===== config.mk =====
export PLATFORM = sky130hd
export DESIGN_NAME = tqvp_dlmiles_i2c_byte_engine
export DESIGN_NICKNAME = d
export VERILOG_FILES = /design/src/rtl/tqvp_dlmiles_i2c_byte_engine.sv
export SDC_FILE = /design/constraint.sdc
export NUM_CORES = 1
export LEC_CHECK = 0
export BUFFER_PORTS_ARGS = -buffer_cell sky130_fd_sc_hd__buf_2
export CAP_MARGIN = 25
export CORE_ASPECT_RATIO = 0.9
export CORE_UTILIZATION = 51
export CTS_BUF_LIST = sky130_fd_sc_hd__clkbuf_4 sky130_fd_sc_hd__clkbuf_8
export DETAILED_ROUTE_END_ITERATION = 12
export HOLD_SLACK_MARGIN = 0.02
export PLACE_DENSITY = 0.71
export SYNTH_ARGS = -nofsm -noshare
export SYNTH_HDL_FRONTEND = slang
export SYNTH_SLANG_ARGS = --single-unit

===== constraint.sdc =====
create_clock -name clk -period 5.6 [get_ports clk]
set_clock_uncertainty 0.2 [all_clocks]
set_input_delay 0.56 -clock clk [delete_from_list [all_inputs] [get_ports clk]]
set_output_delay 0.56 -clock clk [all_outputs]
set_load 0.03 [all_outputs]

===== src/rtl/tqvp_dlmiles_i2c_byte_engine.sv =====
// I2C bit/byte engine: runs one START/WRITE/READ/STOP command at a time as four
// quarter-bit phases per bit, driving open-drain SCL/SDA with clock stretching.
module tqvp_dlmiles_i2c_byte_engine #(
  parameter int DIV_W = 8
) (
  input  logic             clk,
  input  logic             rst_n,
  input  logic [DIV_W-1:0] prescale,
  input  logic             cmd_valid,
  output logic             cmd_ready,
  input  logic [2:0]       cmd_op,
  input  logic [7:0]       cmd_data,
  input  logic             cmd_nack,
  output logic             rsp_valid,
  output logic [7:0]       rsp_data,
  output logic             rsp_nack,
  input  logic             scl_in,
  input  logic             sda_in,
  output logic             scl_oe,
  output logic             sda_oe
);

  localparam logic [2:0] S_IDLE  = 3'd0;
  localparam logic [2:0] S_START = 3'd1;
  localparam logic [2:0] S_BIT   = 3'd2;
  localparam logic [2:0] S_STOP  = 3'd3;
  localparam logic [2:0] S_DONE  = 3'd4;

  localparam logic [2:0] OP_START = 3'b001;
  localparam logic [2:0] OP_WRITE = 3'b010;
  localparam logic [2:0] OP_READ  = 3'b011;
  localparam logic [2:0] OP_STOP  = 3'b100;

  localparam logic [DIV_W-1:0] CNT_ONE = DIV_W'(1);

  logic [2:0]       state_q, state_d;
  logic [1:0]       phase_q, phase_d;
  logic [DIV_W-1:0] cnt_q, cnt_d;
  logic [3:0]       bit_q, bit_d;
  logic [2:0]       op_q, op_d;
  logic [7:0]       sh_q, sh_d;
  logic             nack_q, nack_d;
  logic             ack_q, ack_d;
  logic             scl_oe_q, scl_oe_d;
  logic             sda_oe_q, sda_oe_d;
  logic [7:0]       rsp_data_q, rsp_data_d;
  logic             rsp_nack_q, rsp_nack_d;

  logic accept, stretch, last, rd;

  assign cmd_ready = (state_q == S_IDLE) || (state_q == S_DONE);
  assign rsp_valid = (state_q == S_DONE);
  assign rsp_data  = rsp_data_q;
  assign rsp_nack  = rsp_nack_q;
  assign scl_oe    = scl_oe_q;
  assign sda_oe    = sda_oe_q;

  always_comb begin
    state_d    = state_q;
    phase_d    = phase_q;
    cnt_d      = cnt_q;
    bit_d      = bit_q;
    op_d       = op_q;
    sh_d       = sh_q;
    nack_d     = nack_q;
    ack_d      = ack_q;
    scl_oe_d   = scl_oe_q;
    sda_oe_d   = sda_oe_q;
    rsp_data_d = rsp_data_q;
    rsp_nack_d = rsp_nack_q;

    accept  = cmd_valid && cmd_ready;
    rd      = (op_q == OP_READ);
    // Q1 freezes the timer while the bus still sees SCL low
    stretch = (phase_q == 2'd1) && !scl_in;
    last    = (cnt_q == '0) && !stretch;

    case (state_q)
      S_IDLE: ;
      S_DONE: state_d = S_IDLE;
      S_START, S_BIT, S_STOP: begin
        if (!last) begin
          if (!stretch) cnt_d = cnt_q - CNT_ONE;
        end else begin
          cnt_d   = prescale;
          phase_d = phase_q + 2'd1;
          if (state_q == S_BIT && phase_q == 2'd2) begin
            if (bit_q == 4'd8) ack_d = sda_in;
            else               sh_d  = {sh_q[6:0], sda_in};
          end
          case (state_q)
            S_START: begin
              if (phase_q == 2'd1) sda_oe_d = 1'b1;
              if (phase_q == 2'd2) scl_oe_d = 1'b1;
              if (phase_q == 2'd3) begin
                state_d    = S_DONE;
                rsp_nack_d = 1'b0;
              end
            end
            S_STOP: begin
              if (phase_q == 2'd0) scl_oe_d = 1'b0;
              if (phase_q == 2'd1) sda_oe_d = 1'b0;
              if (phase_q == 2'd3) begin
                state_d    = S_DONE;
                rsp_nack_d = 1'b0;
              end
            end
            default: begin
              if (phase_q == 2'd0) scl_oe_d = 1'b0;
              if (phase_q == 2'd2) scl_oe_d = 1'b1;
              if (phase_q == 2'd3) begin
                if (bit_q == 4'd8) begin
                  state_d    = S_DONE;
                  rsp_nack_d = rd ? nack_q : ack_q;
                  if (rd) rsp_data_d = sh_q;
                end else begin
                  // sh_q has already shifted, so bit [7] is the next data bit
                  bit_d    = bit_q + 4'd1;
                  scl_oe_d = 1'b1;
                  if (bit_q == 4'd7) sda_oe_d = rd ? ~nack_q : 1'b0;
                  else               sda_oe_d = rd ? 1'b0 : ~sh_q[7];
                end
              end
            end
          endcase
        end
      end
      default: state_d = S_IDLE;
    endcase

    if (accept) begin
      op_d    = cmd_op;
      sh_d    = cmd_data;
      nack_d  = cmd_nack;
      phase_d = 2'd0;
      cnt_d   = prescale;
      bit_d   = 4'd0;
      case (cmd_op)
        OP_START: begin
          state_d  = S_START;
          scl_oe_d = 1'b0;
          sda_oe_d = 1'b0;
        end
        OP_WRITE: begin
          state_d  = S_BIT;
          scl_oe_d = 1'b1;
          sda_oe_d = ~cmd_data[7];
        end
        OP_READ: begin
          state_d  = S_BIT;
          scl_oe_d = 1'b1;
          sda_oe_d = 1'b0;
        end
        OP_STOP: begin
          state_d  = S_STOP;
          scl_oe_d = 1'b1;
          sda_oe_d = 1'b1;
        end
        default: begin
          state_d    = S_DONE;
          rsp_nack_d = 1'b1;
        end
      endcase
    end
  end

  always_ff @(posedge clk) begin
    if (!rst_n) begin
      state_q    <= S_IDLE;
      phase_q    <= '0;
      cnt_q      <= '0;
      bit_q      <= '0;
      op_q       <= '0;
      sh_q       <= '0;
      nack_q     <= 1'b0;
      ack_q      <= 1'b0;
      scl_oe_q   <= 1'b0;
      sda_oe_q   <= 1'b0;
      rsp_data_q <= '0;
      rsp_nack_q <= 1'b0;
    end else begin
      state_q    <= state_d;
      phase_q    <= phase_d;
      cnt_q      <= cnt_d;
      bit_q      <= bit_d;
      op_q       <= op_d;
      sh_q       <= sh_d;
      nack_q     <= nack_d;
      ack_q      <= ack_d;
      scl_oe_q   <= scl_oe_d;
      sda_oe_q   <= sda_oe_d;
      rsp_data_q <= rsp_data_d;
      rsp_nack_q <= rsp_nack_d;
    end
  end

endmodule

---- Word-level counts from Yosys, hierarchy flattened ----
Cells that the tools add are included.
cells by class
  bitwise logic cells ..................... 6
  equality and inequality tests ........... 20
  reductions and logical operators ........ 27
  $add $sub $neg .......................... 3
  mux-type cells .......................... 48
operators with widths
  cell                   count
  $mux W8                9
  $mux W1                27
  $mux W3                6
  $eq A3 B2 Y1 const B   5
  $reduce_and A4 Y1      3
  $pmux W3 S3            1
  $logic_not A8 Y1       1
  $reduce_or A2 Y1       4
  $sub A8 B1 Y8 const B  1
  $eq A3 B1 Y1 const B   2
  $eq A3 B3 Y1 const B   2
  $ne A3 B3 Y1 const B   2
  $not A1 Y1             6
  $pmux W1 S2            3
  $pmux W3 S2            1
  $reduce_and A6 Y1      1
  $reduce_bool A2 Y1     3
  $reduce_or A3 Y1       2
  $reduce_and A5 Y1      1
  $add A4 B1 Y4 const B  1
  $eq A2 B2 Y1 const B   2
  $eq A4 B3 Y1 const B   1
  $eq A4 B4 Y1 const B   1
  $logic_and A1 B1 Y1    4
  12 further kinds       15
word-level totals
  word-level logic and storage cells ...... 116
  bits of input ports ..................... 25
  output and inout port bits .............. 13
  bits in registers ....................... 41

---- Depth between registers and ports, before layout ----
Gate-level depths: netlist (run 1).
  word-level depth ........................ 10
  mapped depth ............................ 8
  gate-level depth less buffers ........... 7

---- Worst setup path before layout (run 1) ----
No wires, ideal clock.
  path kind ............................... register -> output
  start point ............................. register state_q[0]
  end point ............................... output rsp_valid
  arrival time ............................ 1.239 ns
  buffers on the path ..................... 0
  setup slack ............................. 3.601 ns
  required time ........................... 4.840 ns
  cell stages (with the launch flop) ...... 3
  cell sequence ........................... dfxtp_1 nor2_1 and2_1
on the way
  word-level cells in the longest chain between the ends .. 1
RTL lines
  what                    line  source
  start, declared         36    logic [2:0] state_q, state_d;
  start signal, assigned  182   state_q <= state_d;
  $eq A3 B3 Y1            52    assign rsp_valid = (state_q == S_DONE);
  end, declared           14    output logic rsp_valid,
No other way between the ends.

---- Final worst setup path (run 1) ----
  start point ............................. register phase_q[1]
  end point ............................... register sh_q[7]
on the way
  word-level cells in the longest chain between the ends .. 6
  elaborated cells on any way between the ends .. 9
  those cells by class .................... 2 x eq/ne; 7 x reduce/logical
RTL lines
  what                                  line  source
  start, declared                       37    logic [1:0] phase_q, phase_d;
  start signal, assigned                183   phase_q <= phase_d;
  $eq A2 B1 Y1                          75    stretch = (phase_q == 2'd1) && !scl_in;
  $logic_and A1 B1 Y1                   75
  $logic_not A1 Y1                      n/a
  $logic_and A1 B1 Y1                   76    last = (cnt_q == '0) && !stretch;
  $reduce_bool A2 Y1 (no source line)   n/a
  $reduce_and A4 Y1 (no source line) *  n/a
  end signal, assigned                  174   sh_q <= '0;
  end signal, assigned                  187   sh_q <= sh_d;
  end, declared                         41    logic [7:0] sh_q, sh_d;
Every way passes the cells marked *; elsewhere a longest branch is shown, timed or not.
A chain may end at the register's enable or synchronous reset.

==> qor.txt, run 1 <==
R2R Setup Slk: 3200 ps
Crit-path cells: inv_1 -> ha_1 -> nor2b_1 -> nor3_2 -> and4_1 -> mux2i_1 -> a21oi_1
Share of layout cells above drive strength 1: 18.4%
Clock sinks: 41
Area delta synth->final: 15.8%
Congestion Overflow GR: 0
FP Rows: 22
Relative slew slack: 57.2%
Launch point of the worst hold path: op_q[1]$_SDFFE_PN0P_
CTS resizes: 0
Crit path max-delay cell type: and4_1
Drt first pass iters: 4
Pin count of the biggest net entering global routing: 44
R2r endpoint: sh_q[7]$_SDFFE_PN0P_
Yosys reg bits: 41
Die area: 4750 µm²
RSZ-0062 raised after global routing: false
CP Capture Type: flop
Crit path time final: 2400 ps
Vias in the first global route: 1821
I/O Pins: 38
Mapped cell area: 2280 µm²
Max Freq: 417 MHz
First-pass GRT wire length: 8820 µm
Tot GR Track Use: 24.4%
Worst-Margin Slew: 643 ps
Final setup violating endpoints: 0
Worst Path Arrival: 2390 ps
Fraction of registers with async set/reset: 0%
Hold depth: 2
Seq/Total Area, Yosys: 35.9%
Hold Path Class: flop to flop
Starting DRT DRC Count: 160
Post-DR vias/cell: 5.69
Syn nets: 302
Initial antenna violation count: 0
Vias post-DR: 2072
# DRC: 0
PD cells: 289 nW/µm²
Commonest non-fill, non-tap cell in the layout: dfxtp_1
Hold buffer count at cts: 0
Clk slew on worst S/H paths: 80 ps
R2r worst-path depth: 7
Top FF cell, synth: dfxtp_1
Max Cap Viol: 0
Setup TNS: 0 ps
Period utilization: 42.8%
DRT Wirelength: 5300 µm
Most frequent cells in the layout: 41 x dfxtp_1, 37 x buf_2, 26 x nand2_1, 20 x mux2i_1
FF-to-FF Start: phase_q[1]$_SDFFE_PP0P_
DP Worst Slack: 3050 ps
Initial core utilization: 54.6%
Clk buf depth: 2
Worst EP required: 5590 ps
Max Slew Vio Count: 0
Final Worst Setup Slack: 3200 ps
Post-Syn Instances: 269
Synth area leader: dfxtp_1
Yosys warns: 0
Hpwl dp: 3830 µm
Num CTS Buffers: 5
Die Y: 65.5 µm
CP startpoint: phase_q[1]$_SDFFE_PP0P_
Die Width: 72.5 µm
CTS Root Cell: clkbuf_8
Avg Synthesized Cell Area: 8.49 µm²
WHS Endpoint: op_q[1]$_SDFFE_PN0P_
Final hold viol count: 0
Htree depth: 2
Status: finished clean
Lkg Pwr: 1.06 nW
Top cells by area, synth: dfxtp_1 36%, mux2i_1 8.8%, ha_1 4.4%
Antenna Cells: 0
Count of buffers from port buffering: 37
Post-synth EDFFs: 0
Crit path launch type: flop
Worst skew pair latency: 300 ps
Core ar.: 4180 µm²
Detail Route Antenna Nets: 0
Share of the synthesized area in the top cell type: 35.9%
Nets: 336
Gpl congestion: 0.855
Synth cell types: 46
Critical Path Fanout Max: 8
Max stage delay on crit path: 560 ps
CTS tree: built
Post-CTS Setup Bufs: 0
Kind of critical path: flop to flop
Wire length per cell: 14.6 µm
Worst VDD drop: 0.176 mV
==> power by group <==
part / switching [mW] / total, mW / internal [mW]
logic: 0.105 / 0.175 / 0.0698
clock network: 0.107 / 0.252 / 0.145
registers: 0.0229 / 0.336 / 0.313
==> per-layer routing <==
layer  track usage [%]  routed length (µm)
met1              35.7                2730
met2              34.8                2210
met3              4.75                 268
met4              9.56                  93
met5                 0                   0
==> layout make-up <==
type / count / area (µm²)
inverter: 10 / 37.5
sequential: 41 / 821
tap: 60 / 75.1
fill: 372 / 1540
clock inverter: 2 / 37.5
multi-input combinational: 206 / 1370
clock buffer: 6 / 82.6
timing repair buffer: 39 / 220
==> sequential cells by signal, indices dropped and copies added (netlist names) <==
signal    flops
sh_q          8
bit_q         4
ack_q         1
sda_oe        1
rsp_data      8
cnt_q         8
rsp_nack      1
state_q       3
nack_q        1
scl_oe        1
phase_q       2
op_q          3
==> through the flow <==
step	utilization [%]	instance area, µm²	hold slack, ps	power [mW]	instances
final	63.2	2640	269	0.763	364
after global routing	63.2	2640	289	0.805	364
after CTS	62.5	2620	271	0.758	363
after detailed placement	59.7	2500	259	0.509	355
after global placement	59.7	2500	253	0.508	355
after floorplan	-	2280	238	0.465	269
==> cell families (layout without fill, tap and decap cells) <==
logic type               after synthesis  after routing  share of synthesized area, %
flip-flops                            41             41                          35.9
AND/OR/NAND/NOR                      108            108                          26.3
AO/OA/AOI/OAI                         64             64                          18.2
adder cells (fa/ha/maj)                8              8                          4.38
multiplexers                          20             20                          8.77
buffers and inverters                 22             57                          4.05
XOR/XNOR                               6              6                          2.30
==> critical path, delay by kind of cell, from the launching register on <==
kind	cells	cell delay [ps]
buffers and inverters	1	90
multiplexers	1	260
AND/OR/NAND/NOR	3	1040
adder cells (fa/ha/maj)	1	230
AO/OA/AOI/OAI	1	90
flip-flops	1	380
==> cell usage after synthesis (2+ instances only) <==
library cell,n
and2_1,5
nor3b_1,2
mux2i_1,20
buf_2,2
nor2b_1,14
a211oi_1,2
or2_2,2
or3b_1,2
dfxtp_1,41
o311ai_0,2
ha_1,8
nor4_1,4
o311ai_1,2
o211ai_1,6
nand4_1,9
nor3_2,2
nand2b_1,2
a31oi_1,3
a21boi_0,6
nor3_1,2
nand3_1,9
xnor2_1,6
a21oi_1,19
clkbuf_1,8
o21ai_0,12
and4_1,2
o2111ai_1,3
nand2_1,26
o21a_1,3
inv_1,10
nand3b_1,2
nor2_1,19
==> worst max-delay path by stage <==
stage,endpoint,slack [ps],cells past startpoint
after floorplan,rsp_valid,3600,2
after global placement,cnt_q[7]$_SDFFE_PN0P_,3100,5
after detailed placement,cnt_q[7]$_SDFFE_PN0P_,3050,5
after CTS,sh_q[2]$_SDFFE_PN0P_,3140,7
after global routing,sh_q[2]$_SDFFE_PN0P_,3050,7
final,sh_q[7]$_SDFFE_PN0P_,3200,7
No activity file was read; power rests on OpenSTA's default activity.
==> run 2, diff against run 1 <==
clock period = 2.31 ns   (was 5.6 ns; I/O delays follow)
==> run 2 against run 1 <==
- flip-flop and latch count unchanged
- hold slack worse by 240 ps
- via count rose by 1.9%
- sequential share of layout area fell by 0.52 points
- total power grew 140%
- critical path type unchanged
- critical endpoint is now bit_q[3]$_SDFFE_PP0P_
- largest power group unchanged
- highest routed layer unchanged
==> qor.txt, run 2 (same netlist as run 1, synthesis figures left out) <==
Status: finished clean
Congestion Overflow GR: 0
DRT Wirelength: 5480 µm
Max Cap Viol: 0
Area post-placement: 2530 µm²
Gpl congestion: 0.889
DP Worst Slack: 234 ps
Core ar.: 4180 µm²
Hold Path Class: input pin to flop
FF-to-FF Start: phase_q[1]$_SDFFE_PP0P_
Fillers: 388
Clk buf depth: 2
Max Slew Vio Count: 0
Starting DRT DRC Count: 250
Drt first pass iters: 4
Commonest non-fill, non-tap cell in the layout: dfxtp_1
Tot GR Track Use: 24.5%
Final hold viol count: 0
RSZ-0062 raised after global routing: false
Crit path launch type: flop
Die area: 4750 µm²
CTS tree: built
Initial core utilization: 54.6%
Worst-Margin Slew: 460 ps
PnR Total Power: 1.81 mW
Final setup violating endpoints: 0
# DRC: 0
CP Capture Point: bit_q[3]$_SDFFE_PP0P_
Num CTS Buffers: 5
Vias in the first global route: 1849
First-pass GRT wire length: 8900 µm
Multi-input gate area: 1370 µm²
Area delta synth->final: 17.8%
Hpwl dp: 4000 µm
Wire length per cell: 14.7 µm
Fin area: 2690 µm²
I/O Pins: 38
Kind of critical path: flop to flop
Count of buffers from port buffering: 37
Most frequent cells in the layout: 41 x dfxtp_1, 37 x buf_2, 26 x nand2_1, 20 x mux2i_1
Vias post-DR: 2111
Relative slew slack: 68.9%
Worst Path Arrival: 2080 ps
CTS Root Cell: clkbuf_8
Share of layout cells above drive strength 1: 19.2%
Clock sinks: 41
Setup TNS: 0 ps
Die Y: 65.5 µm
Htree depth: 2
Initial antenna violation count: 0
Post-CTS Setup Bufs: 0
Antenna Cells: 0
Worst VDD drop: 0.469 mV
Max Freq: 476 MHz
Clk slew on worst S/H paths: 80 ps
Final core area utilization: 64.3%
CP startpoint: phase_q[1]$_SDFFE_PP0P_
Pin count of the biggest net entering global routing: 28
Nets: 345
Lkg Pwr: 1.09 nW
Sequential Area: 821 µm²
Critical Path Fanout Max: 9
R2r endpoint: bit_q[3]$_SDFFE_PP0P_
Post-DR vias/cell: 5.67
FP Rows: 22
Die Width: 72.5 µm
R2R Setup Slk: 210 ps
Worst EP required: 2290 ps
Crit path time final: 2100 ps
Detail Route Antenna Nets: 0
R2r worst-path depth: 7
Final Worst Setup Slack: 207 ps
Worst skew pair latency: 290 ps
CP Capture Type: flop
PD cells: 672 nW/µm²
Period utilization: 91.0%
==> run 2: per-layer routing <==
layer / track usage [%] / wire length, µm / vias up
met3: 4.45 / 364 / 13
met5: 0 / 0 / -
met4: 8.58 / 118 / 0
met1: 35.5 / 2630 / 966
met2: 36.3 / 2370 / 75
li1: - / - / 1057
==> run 2: repair_timing <==
action                                 CTS  global route
endpoints found under the hold margin    5             0
hold buffers                             5             0
setup endpoints to repair                0             1
resized for setup                        0             1
==> run 2: critical path, stage by stage (launching register included) <==
cell and delay [ps]:
dfxtp_1 380, inv_1 90, ha_1 240, nand2b_1 190
nand2_1 260, nor4_1 410, xnor2_1 170, nor2_1 50
==> run 2: how the worst min path moves through the flow <==
stage	startpoint	endpoint	slack [ps]	cells past startpoint
5_1_grt	cmd_data[1]	sh_q[1]$_SDFFE_PN0P_	30	3
4_1_cts	cmd_data[5]	sh_q[5]$_SDFFE_PN0P_	20	3
6_report	cmd_data[6]	sh_q[6]$_SDFFE_PN0P_	20	3
3_3_place_gp	op_q[2]$_SDFFE_PN0P_	op_q[2]$_SDFFE_PN0P_	250	2
2_1_floorplan	prescale[3]	cnt_q[3]$_SDFFE_PN0P_	170	2
3_5_place_dp	op_q[2]$_SDFFE_PN0P_	op_q[2]$_SDFFE_PN0P_	260	2
==> run 2: report_power, final <==
group | total (mW) | switching (mW) | internal (mW)
Combinational | 0.432 | 0.257 | 0.175
Sequential | 0.813 | 0.0540 | 0.759
Clock | 0.562 | 0.248 | 0.314
==> run 2: final cells by class <==
cell class | instances | area share (%)
clock buffer | 5 | 2.56
inverter | 10 | 1.40
timing repair buffer | 48 | 10.4
sequential | 41 | 30.5
clock inverter | 2 | 1.30
tap | 60 | 2.79
multi-input combinational | 206 | 51.0
==> run 2: metrics by stage <==
step	hold slack, ps	std cells
after global routing	33.0	372
after detailed placement	265	360
after floorplan	174	269
after CTS	21.3	372
final	24.4	372
after global placement	252	360
